$ cat config.mk
export PLATFORM = sky130hd
export DESIGN_NAME = incoming_ack_window_update
export DESIGN_NICKNAME = d
export VERILOG_FILES = /design/src/rtl/incoming_ack_window_update_pkg.sv /design/src/rtl/incoming_ack_window_update_calc.sv /design/src/rtl/incoming_ack_window_update.sv
export SDC_FILE = /design/constraint.sdc
export NUM_CORES = 2
export LEC_CHECK = 0
export CORE_MARGIN = 4
export CORE_UTILIZATION = 40
export DETAILED_ROUTE_END_ITERATION = 7
export PLACE_DENSITY = 0.66
export REMOVE_ABC_BUFFERS = 1
export SLEW_MARGIN = 25
export SYNTH_ARGS = -nofsm -noshare
export SYNTH_HDL_FRONTEND = slang
export SYNTH_SLANG_ARGS = --single-unit
$ cat constraint.sdc
create_clock -name clk -period 19.7 [get_ports clk]
set_clock_uncertainty 0.2 [all_clocks]
set_input_delay 5.91 -clock clk [delete_from_list [all_inputs] [get_ports clk]]
set_output_delay 5.91 -clock clk [all_outputs]
set_load 0.01 [all_outputs]
$ cat src/rtl/incoming_ack_window_update_pkg.sv
// Shared constants for the incoming ACK window-update stage.
// Holds the default widths, the window size and the ACK packet type code.
// It also provides a helper that recognises ACK packets.
package incoming_ack_window_update_pkg;

  localparam int DEF_FLOW_ID_W  = 10;
  localparam int DEF_SEQ_W      = 32;
  localparam int DEF_WIN_SIZE   = 64;
  localparam int DEF_WIN_IND_W  = 7;   // $clog2(WIN_SIZE)+1, so that a count of WIN_SIZE fits
  localparam int DEF_TX_CNT_W   = 2;
  localparam int DEF_PKT_TYPE_W = 3;
  localparam int PKT_TYPE_ACK   = 1;

  function automatic logic is_ack_type(input logic [DEF_PKT_TYPE_W-1:0] pkt_type);
    return pkt_type == DEF_PKT_TYPE_W'(PKT_TYPE_ACK);
  endfunction

endpackage

$ cat src/rtl/incoming_ack_window_update_calc.sv
// Purely combinational window update for a single ACK.
// Inputs : pkt_type, old_start/old_wnd (the flow state before the update),
//          cum (cumulative ack), sack (selectively acked sequence number).
// Outputs: new_start, new_c_acks_cnt, valid_selective_ack, new_wnd.
// All sequence arithmetic wraps modulo 2^SEQ_W.
module incoming_ack_window_update_calc
  import incoming_ack_window_update_pkg::*;
#(
  parameter int SEQ_W      = DEF_SEQ_W,
  parameter int WIN_SIZE   = DEF_WIN_SIZE,
  parameter int WIN_IND_W  = DEF_WIN_IND_W,
  parameter int PKT_TYPE_W = DEF_PKT_TYPE_W
) (
  input  logic [PKT_TYPE_W-1:0] pkt_type,
  input  logic [SEQ_W-1:0]      old_start,
  input  logic [WIN_SIZE-1:0]   old_wnd,
  input  logic [SEQ_W-1:0]      cum,
  input  logic [SEQ_W-1:0]      sack,
  output logic [SEQ_W-1:0]      new_start,
  output logic [WIN_IND_W-1:0]  new_c_acks_cnt,
  output logic                  valid_selective_ack,
  output logic [WIN_SIZE-1:0]   new_wnd
);

  localparam int IDX_W = $clog2(WIN_SIZE);

  logic                is_ack;
  logic                cum_ok;
  logic [SEQ_W-1:0]    d;
  logic [SEQ_W-1:0]    off;
  logic [WIN_SIZE-1:0] shifted;
  logic [WIN_SIZE-1:0] sack_bit;

  always_comb begin
    is_ack = (pkt_type == PKT_TYPE_W'(PKT_TYPE_ACK));
    // An ACK that sits behind the window wraps to a huge d and is ignored.
    d      = cum - old_start;
    cum_ok = is_ack && (d != '0) && (d <= SEQ_W'(WIN_SIZE));

    new_start      = cum_ok ? cum : old_start;
    new_c_acks_cnt = cum_ok ? d[WIN_IND_W-1:0] : '0;
    // A shift amount of WIN_SIZE shifts every bit out, which clears the bitmap.
    shifted        = cum_ok ? (old_wnd >> d) : old_wnd;

    // The SACK offset is taken relative to the post-cumulative window start.
    off                 = sack - new_start;
    valid_selective_ack = is_ack && (off < SEQ_W'(WIN_SIZE));
    sack_bit            = valid_selective_ack ? (WIN_SIZE'(1) << off[IDX_W-1:0]) : '0;
    new_wnd             = shifted | sack_bit;
  end

endmodule

$ cat src/rtl/incoming_ack_window_update.sv
// Incoming ACK window-update stage, placed directly ahead of the user
// congestion-control logic.
// S0 accepts an ACK and issues the flow-context read. S1 applies the
// cumulative/selective ACK and writes the new state back. The output stage
// then presents the result.
// Ports: in_* handshake and ACK fields; ctx_rd_* is the context read port
//        (data arrives one cycle after ctx_rd_en); ctx_wr_* is the context
//        write port; out_* handshake, registered ACK fields and the window
//        results.
// Throughput is one ACK per cycle. When the accepted ACK targets the flow
// being written in that same cycle, the write data is forwarded because the
// memory is read-before-write.
module incoming_ack_window_update
  import incoming_ack_window_update_pkg::*;
#(
  parameter int FLOW_ID_W  = DEF_FLOW_ID_W,
  parameter int SEQ_W      = DEF_SEQ_W,
  parameter int WIN_SIZE   = DEF_WIN_SIZE,
  parameter int WIN_IND_W  = DEF_WIN_IND_W,
  parameter int TX_CNT_W   = DEF_TX_CNT_W,
  parameter int PKT_TYPE_W = DEF_PKT_TYPE_W
) (
  input  logic                  clk,
  input  logic                  rst_n,
  input  logic                  in_valid,
  output logic                  in_ready,
  input  logic [FLOW_ID_W-1:0]  in_flow_id,
  input  logic [PKT_TYPE_W-1:0] in_pkt_type,
  input  logic [SEQ_W-1:0]      in_cumulative_ack,
  input  logic [SEQ_W-1:0]      in_selective_ack,
  input  logic [TX_CNT_W-1:0]   in_sack_tx_id,
  output logic                  ctx_rd_en,
  output logic [FLOW_ID_W-1:0]  ctx_rd_flow,
  input  logic [SEQ_W-1:0]      ctx_rd_wnd_start,
  input  logic [WIN_SIZE-1:0]   ctx_rd_acked_wnd,
  output logic                  ctx_wr_en,
  output logic [FLOW_ID_W-1:0]  ctx_wr_flow,
  output logic [SEQ_W-1:0]      ctx_wr_wnd_start,
  output logic [WIN_SIZE-1:0]   ctx_wr_acked_wnd,
  output logic                  out_valid,
  input  logic                  out_ready,
  output logic [FLOW_ID_W-1:0]  out_flow_id,
  output logic [PKT_TYPE_W-1:0] out_pkt_type,
  output logic [SEQ_W-1:0]      out_cumulative_ack,
  output logic [SEQ_W-1:0]      out_selective_ack,
  output logic [TX_CNT_W-1:0]   out_sack_tx_id,
  output logic [SEQ_W-1:0]      out_old_wnd_start,
  output logic [SEQ_W-1:0]      out_wnd_start,
  output logic [WIN_IND_W-1:0]  out_new_c_acks_cnt,
  output logic                  out_valid_selective_ack,
  output logic [WIN_SIZE-1:0]   out_acked_wnd
);

  logic                  fire;
  logic                  s1_adv;
  logic                  s1_valid_reg;
  logic                  s1_first_reg;   // high in the cycle the context read data is on ctx_rd_*
  logic [FLOW_ID_W-1:0]  s1_flow_reg;
  logic [PKT_TYPE_W-1:0] s1_type_reg;
  logic [SEQ_W-1:0]      s1_cum_reg;
  logic [SEQ_W-1:0]      s1_sack_reg;
  logic [TX_CNT_W-1:0]   s1_tx_reg;
  logic                  fwd_hit_reg;
  logic [SEQ_W-1:0]      fwd_start_reg;
  logic [WIN_SIZE-1:0]   fwd_wnd_reg;
  logic [SEQ_W-1:0]      hold_start_reg;
  logic [WIN_SIZE-1:0]   hold_wnd_reg;

  logic [SEQ_W-1:0]      ctx_start;
  logic [WIN_SIZE-1:0]   ctx_wnd;
  logic [SEQ_W-1:0]      calc_start;
  logic [WIN_IND_W-1:0]  calc_cnt;
  logic                  calc_vsack;
  logic [WIN_SIZE-1:0]   calc_wnd;

  assign s1_adv      = s1_valid_reg & (~out_valid | out_ready);
  assign in_ready    = ~s1_valid_reg | s1_adv;
  assign fire        = in_valid & in_ready;
  assign ctx_rd_en   = fire;
  assign ctx_rd_flow = in_flow_id;

  // The write-back happens on the S1 -> output transfer, whatever out_ready does afterwards.
  assign ctx_wr_en        = s1_adv;
  assign ctx_wr_flow      = s1_flow_reg;
  assign ctx_wr_wnd_start = calc_start;
  assign ctx_wr_acked_wnd = calc_wnd;

  // Read data is only present for one cycle. After that, the hold copy is used while S1 stalls.
  always_comb begin
    ctx_start = hold_start_reg;
    ctx_wnd   = hold_wnd_reg;
    if (s1_first_reg) begin
      if (fwd_hit_reg) begin
        ctx_start = fwd_start_reg;
        ctx_wnd   = fwd_wnd_reg;
      end else begin
        ctx_start = ctx_rd_wnd_start;
        ctx_wnd   = ctx_rd_acked_wnd;
      end
    end
  end

  incoming_ack_window_update_calc #(
    .SEQ_W      (SEQ_W),
    .WIN_SIZE   (WIN_SIZE),
    .WIN_IND_W  (WIN_IND_W),
    .PKT_TYPE_W (PKT_TYPE_W)
  ) u_calc (
    .pkt_type            (s1_type_reg),
    .old_start           (ctx_start),
    .old_wnd             (ctx_wnd),
    .cum                 (s1_cum_reg),
    .sack                (s1_sack_reg),
    .new_start           (calc_start),
    .new_c_acks_cnt      (calc_cnt),
    .valid_selective_ack (calc_vsack),
    .new_wnd             (calc_wnd)
  );

  always_ff @(posedge clk) begin
    if (!rst_n) begin
      s1_valid_reg            <= 1'b0;
      s1_first_reg            <= 1'b0;
      s1_flow_reg             <= '0;
      s1_type_reg             <= '0;
      s1_cum_reg              <= '0;
      s1_sack_reg             <= '0;
      s1_tx_reg               <= '0;
      fwd_hit_reg             <= 1'b0;
      fwd_start_reg           <= '0;
      fwd_wnd_reg             <= '0;
      hold_start_reg          <= '0;
      hold_wnd_reg            <= '0;
      out_valid               <= 1'b0;
      out_flow_id             <= '0;
      out_pkt_type            <= '0;
      out_cumulative_ack      <= '0;
      out_selective_ack       <= '0;
      out_sack_tx_id          <= '0;
      out_old_wnd_start       <= '0;
      out_wnd_start           <= '0;
      out_new_c_acks_cnt      <= '0;
      out_valid_selective_ack <= 1'b0;
      out_acked_wnd           <= '0;
    end else begin
      if (fire) begin
        s1_valid_reg  <= 1'b1;
        s1_first_reg  <= 1'b1;
        s1_flow_reg   <= in_flow_id;
        s1_type_reg   <= in_pkt_type;
        s1_cum_reg    <= in_cumulative_ack;
        s1_sack_reg   <= in_selective_ack;
        s1_tx_reg     <= in_sack_tx_id;
        // The memory returns the pre-write value, so the write made in this cycle is captured here.
        fwd_hit_reg   <= ctx_wr_en && (ctx_wr_flow == in_flow_id);
        fwd_start_reg <= ctx_wr_wnd_start;
        fwd_wnd_reg   <= ctx_wr_acked_wnd;
      end else begin
        s1_first_reg <= 1'b0;
        if (s1_adv) begin
          s1_valid_reg <= 1'b0;
        end
      end

      if (s1_first_reg) begin
        hold_start_reg <= ctx_start;
        hold_wnd_reg   <= ctx_wnd;
      end

      if (s1_adv) begin
        out_valid               <= 1'b1;
        out_flow_id             <= s1_flow_reg;
        out_pkt_type            <= s1_type_reg;
        out_cumulative_ack      <= s1_cum_reg;
        out_selective_ack       <= s1_sack_reg;
        out_sack_tx_id          <= s1_tx_reg;
        out_old_wnd_start       <= ctx_start;
        out_wnd_start           <= calc_start;
        out_new_c_acks_cnt      <= calc_cnt;
        out_valid_selective_ack <= calc_vsack;
        out_acked_wnd           <= calc_wnd;
      end else if (out_ready) begin
        out_valid <= 1'b0;
      end
    end
  end

endmodule
; Word-level counts from Yosys, hierarchy flattened
; Index checks and enable logic that the tools add are counted.
[classes]
order_cmp = 2
bitwise_logic = 7
n_mux = 13
eq_ne = 2
n_shift = 2
n_addsub = 2
reduce_logical = 7
[ops]
columns = op, n
row1 = $mux W64, 4
row2 = $mux W32, 3
row3 = $or A64 B64 Y64, 1
row4 = $shl A1 B6 Y64 const A, 1
row5 = $shr A64 B32 Y64, 1
row6 = $sub A32 B32 Y32, 2
row7 = $le A32 B7 Y1 const B, 1
row8 = $lt A32 B7 Y1 const B, 1
row9 = $reduce_bool A32 Y1, 1
row10 = $eq A10 B10 Y1, 1
row11 = $mux W7, 1
row12 = $mux W1, 5
row13 = $logic_and A1 B1 Y1, 4
row14 = $reduce_bool A2 Y1, 2
row15 = $eq A3 B1 Y1 const B, 1
row16 = $and A1 B1 Y1, 2
row17 = $not A1 Y1, 2
row18 = $or A1 B1 Y1, 2
[totals]
input_bits = 179
wordCells = 58
register_bits = 490

; Depth between registers and ports, before layout
[depth]
ltp_word = 12
depth_mapped = 42
ltp_nobuf = 32

; Cells and area by module
; Synthesis repeated with hierarchy kept, for this count alone.
[unflattened]
hier_cells = 3936
area_unflattened_um2 = 29848.6
[modules_own_cells]
columns = module, seq_area_each_um2, area_per_inst_um2, cells_per_inst, instances
row1 = incoming_ack_window_update, 9809.4, 19351.1, 2250, 1
row2 = incoming_ack_window_update_calc, 0.0, 10497.6, 1686, 1

; Worst setup path before layout
; No wires, ideal clock.
[synth_path]
path_kind = input to output
start = in ctx_rd_wnd_start[0]
end = out ctx_wr_acked_wnd[17]
cell_stages = 34
path_buffers = 4
path_slack_ns = -0.507
arrival_time_ns = 14.097
path_cell_list = mux2i_1 a21oi_1 ha_1 inv_1 fa_1 a211oi_2 o21ai_1 a41oi_1 o22ai_1 or4_1 or4_1 or4_1 clkbuf_1 nor2_1 clkbuf_1 a21oi_1 ha_1 a21o_1 a21o_1 a21o_1 a21o_1 a21o_1 a21o_1 a31oi_1 o21ai_0 a311oi_2 o31ai_4 mux2i_1 or4_1 nor4b_2 buf_4 buf_6 nand4_2 nand2b_1
[synth_via]
elab_chain_cells = 12
[synth_rtl]
columns = element, line
row1 = "start, declared", incoming_ack_window_update.sv:34  ; input logic [SEQ_W-1:0] ctx_rd_wnd_start,
row2 = $mux W32 *, incoming_ack_window_update.sv:93  ; if (fwd_hit_reg) begin
row3 = $mux W32 *, incoming_ack_window_update.sv:92  ; if (s1_first_reg) begin
row4 = via ctx_start[0], incoming_ack_window_update.sv:69  ; logic [SEQ_W-1:0] ctx_start;
row5 = "parallel branches: the longest is 9 deep, another holds $sub A32 B32 Y32", -
row6 = $or A64 B64 Y64 *, incoming_ack_window_update_calc.sv:49  ; new_wnd = shifted | sack_bit;
row7 = "end, declared", incoming_ack_window_update.sv:39  ; output logic [WIN_SIZE-1:0] ctx_wr_acked_wnd,
; Mark *: on every way through the listed nets, which the timed path passes.

; Worst setup path after layout
[layout_path]
start = in ctx_rd_wnd_start[0]
end = out ctx_wr_acked_wnd[43]
; The elaborated chain is that of the path after synthesis.

==> results.yml <==
run_status:
  status: "finished, violations left"
  violations: "negative setup slack"
grt:
  grt.total_usage_pct: 32.1
  grt-ovfl-total: 0
  antenna_found_initial: 11
  grt_first_pass_wirelength_um: 195000
  grt_pass1_vias: 31800
  grt_max_degree: 120
yosys:
  avgSynthCellArea_um2: 7.50
  yosys.cell_types.count: 91
  synth_top_cells_by_area: "dfxtp_1 34%, a21oi_1 7.7%, nor2_1 7.3%"
  synthAdderAreaFrac_pct: 2.78
  yosysTopAreaCell: "dfxtp_1"
  netlist_area_um2: 29000
  synth_top_family_by_area: "simple AND/OR/NAND/NOR gates"
  synthXorXnorAreaFrac_pct: 1.48
  yosys.area_share.simple_pct: 23.3
  synth-edff-count: 0
  yosysWarnings: 0
  synth_seq_area_share_pct: 33.8
  synth_compound_area_share_pct: 21.8
  synth_mux_area_share_pct: 11.6
  ys.flop_type: "dfxtp_1"
  synth-seq-cells: 490
  synthArstFlopShare_pct: 0
  postSynthCellCount: 3866
  yosysTopAreaCellShare_pct: 33.8
detailed_routing:
  totalWireLength_um: 130000
  routedWlPerCell_um: 22.7
  dr.pass1.iters: 6
  drc: 0
  num_vias: 32600
  ant_nets: 0
  drt_iter0_drc: 2591
  via_per_inst: 5.66
floorplan:
  dieHeight_um: 277
  rows: 98
  die_area_um2: 76900
  start_util_pct: 40.4
  coreArea_um2: 71700
  io_pins: 514
  chipWidth_um: 277
power:
  p_comb_share_pct: 41.0
  ir_worst_vdd_v: 0.0000703
  swShare_pct: 37.1
  cellPowerDensity_nw_per_um2: 85.4
  leakagePower_nw: 17.0
  p_switching_mw: 1.35
  intPower_mw: 2.28
  pwr-share-clk_pct: 29.1
  seq_power_share_pct: 29.9
worst_setup_path:
  crit_path_start_kind: "input pin"
  arrival_ps: 13780
  critical_path.max_stage_delay_ps: 530
  timing.rr.start: "s1_first_reg"
  endpoint_kind: "output pin"
  startpoint: "ctx_rd_wnd_start[0]"
  crit_slowest_cell: "or4_4"
  cp_max_fo: 4
  path_class: "input pin to output pin"
  crit_required_ps: 13590
sta:
  max_freq_mhz: 50.3
  maxSlewViolCount: 0
  setup_ws_ps: -187
  tightest_slew_ps: 1120
  rsz0062_at_grt: "yes"
  finalHoldViolCount: 0
  setup_viol: 59
  period_minus_slack_ps: 19890
  slew_headroom_pct: 24.8
  holdWs_ps: 253
  post-route-period-util_pct: 101
final_layout:
  final_common_cell: "buf_4"
  stdcell_area_um2: 42600
  area_growth_syn_to_layout_pct: 46.8
  final_nets: 5001
  final_layout_size_suffix_gt1_share_pct: 23.2
  final_cell_mix: "574 x buf_4, 552 x nor2_1, 538 x nand2_1, 488 x dfxtp_1"
hold_path:
  hold_class: "flip-flop to flip-flop"
  min_from: "out_selective_ack[26]"
cts:
  cts_buffers: 54
  cts-root-buf: "clkbuf_16"
  cts_hold_buf: 0
  cts.sinks: 490
  clock_path_buffers: 3
  clkSlewWorstSetupHoldPaths_ps: 60
  insertion_delay_ps: 620
  htreeDepth: 2
  tritoncts: "yes"
placement:
  port_buffers: 513
  postPlaceCellArea_um2: 38100
  gp_congestion: 0.986
  dp_hpwl_um: 94300
job:
  cap_viol_max_count: 0
==> final timing paths <==
kind | slack, ps | endpoint | cells after the start
min | 250 | out_selective_ack[26] | 2
min reg2reg | 250 | out_selective_ack[26] | 2
max reg2reg | 9640 | out_acked_wnd[43] | 42
max | -190 | ctx_wr_acked_wnd[43] | 40
==> cell type report <==
type,instances,area [um2]
sequential,490,9820
multi-input combinational,2992,19100
timing repair buffer,1159,10400
antenna,7,17.5
fill,6588,29200
clock inverter,21,234
clock buffer,75,1600
inverter,65,264
tap,950,1190
==> per-stage QoR <==
stage          worst slack [ps]  std cells  setup TNS [ps]  util (%)  power [mW]
2_1_floorplan             -6490       3547         -486180         -        1.84
3_5_place_dp              -1610       5514          -98930      53.1        2.46
3_3_place_gp              -1470       5514          -91690      53.1        2.46
5_1_grt                    -446       5757          -21210      59.4        3.79
6_report                   -187       5759           -4830      59.4        3.63
4_1_cts                   -99.3       5727            -666      58.6        3.60
==> Yosys cell counts, types with 30 or more instances <==
cell	number
a211oi_1	82
a21o_1	30
a21oi_1	449
clkbuf_1	265
dfxtp_1	490
ha_1	58
inv_1	62
mux2i_1	199
mux4_2	54
nand2_1	550
nand2b_1	79
nand3_1	35
nand4_1	72
nor2_1	563
nor3_1	97
o21ai_0	345
==> power groups by stage <==
stage	registers (mW)	logic (mW)	clock network (mW)
finish	1.09	1.49	1.06
global placement	1.10	1.36	0
detailed placement	1.11	1.36	0
CTS	1.09	1.44	1.07
floorplan	1.11	0.734	0
global route	1.09	1.58	1.11
==> metal layers <==
layer  global-route usage (%)  vias to the layer above  share of wire [%]
met3                     6.27                      333                6.7
li1                         -                    15400                  -
met5                        0                        -              0.038
met4                     15.6                        8                5.4
met1                     37.4                    15600                 39
met2                     56.5                     1230                 49
==> repair_timing <==
item,4_1_cts,5_1_grt
cloned,9,0
endpoints found under the setup margin,64,64
buffers inserted,110,30
resized for setup,557,61
pin swaps,129,35
==> logic make-up after synthesis <==
logic type                 Yosys count
DFF                                490
buffers and inverters              384
AOI/OAI and AO/OA                 1090
muxes                              266
xor gates and xnor gates            49
adders and majority gates           64
and+or+nand+nor                   1523
==> critical path: cells and delay by family <==
| family | cells | cell delay (ps) |
|---|---|---|
| and+or+nand+nor | 10 | 2950 |
| AOI/OAI and AO/OA | 14 | 2510 |
| buffers and inverters | 11 | 1350 |
| adders and majority gates | 3 | 890 |
| muxes | 1 | 60 |
| xor gates and xnor gates | 1 | 60 |
(Power assumes the default switching activity.)
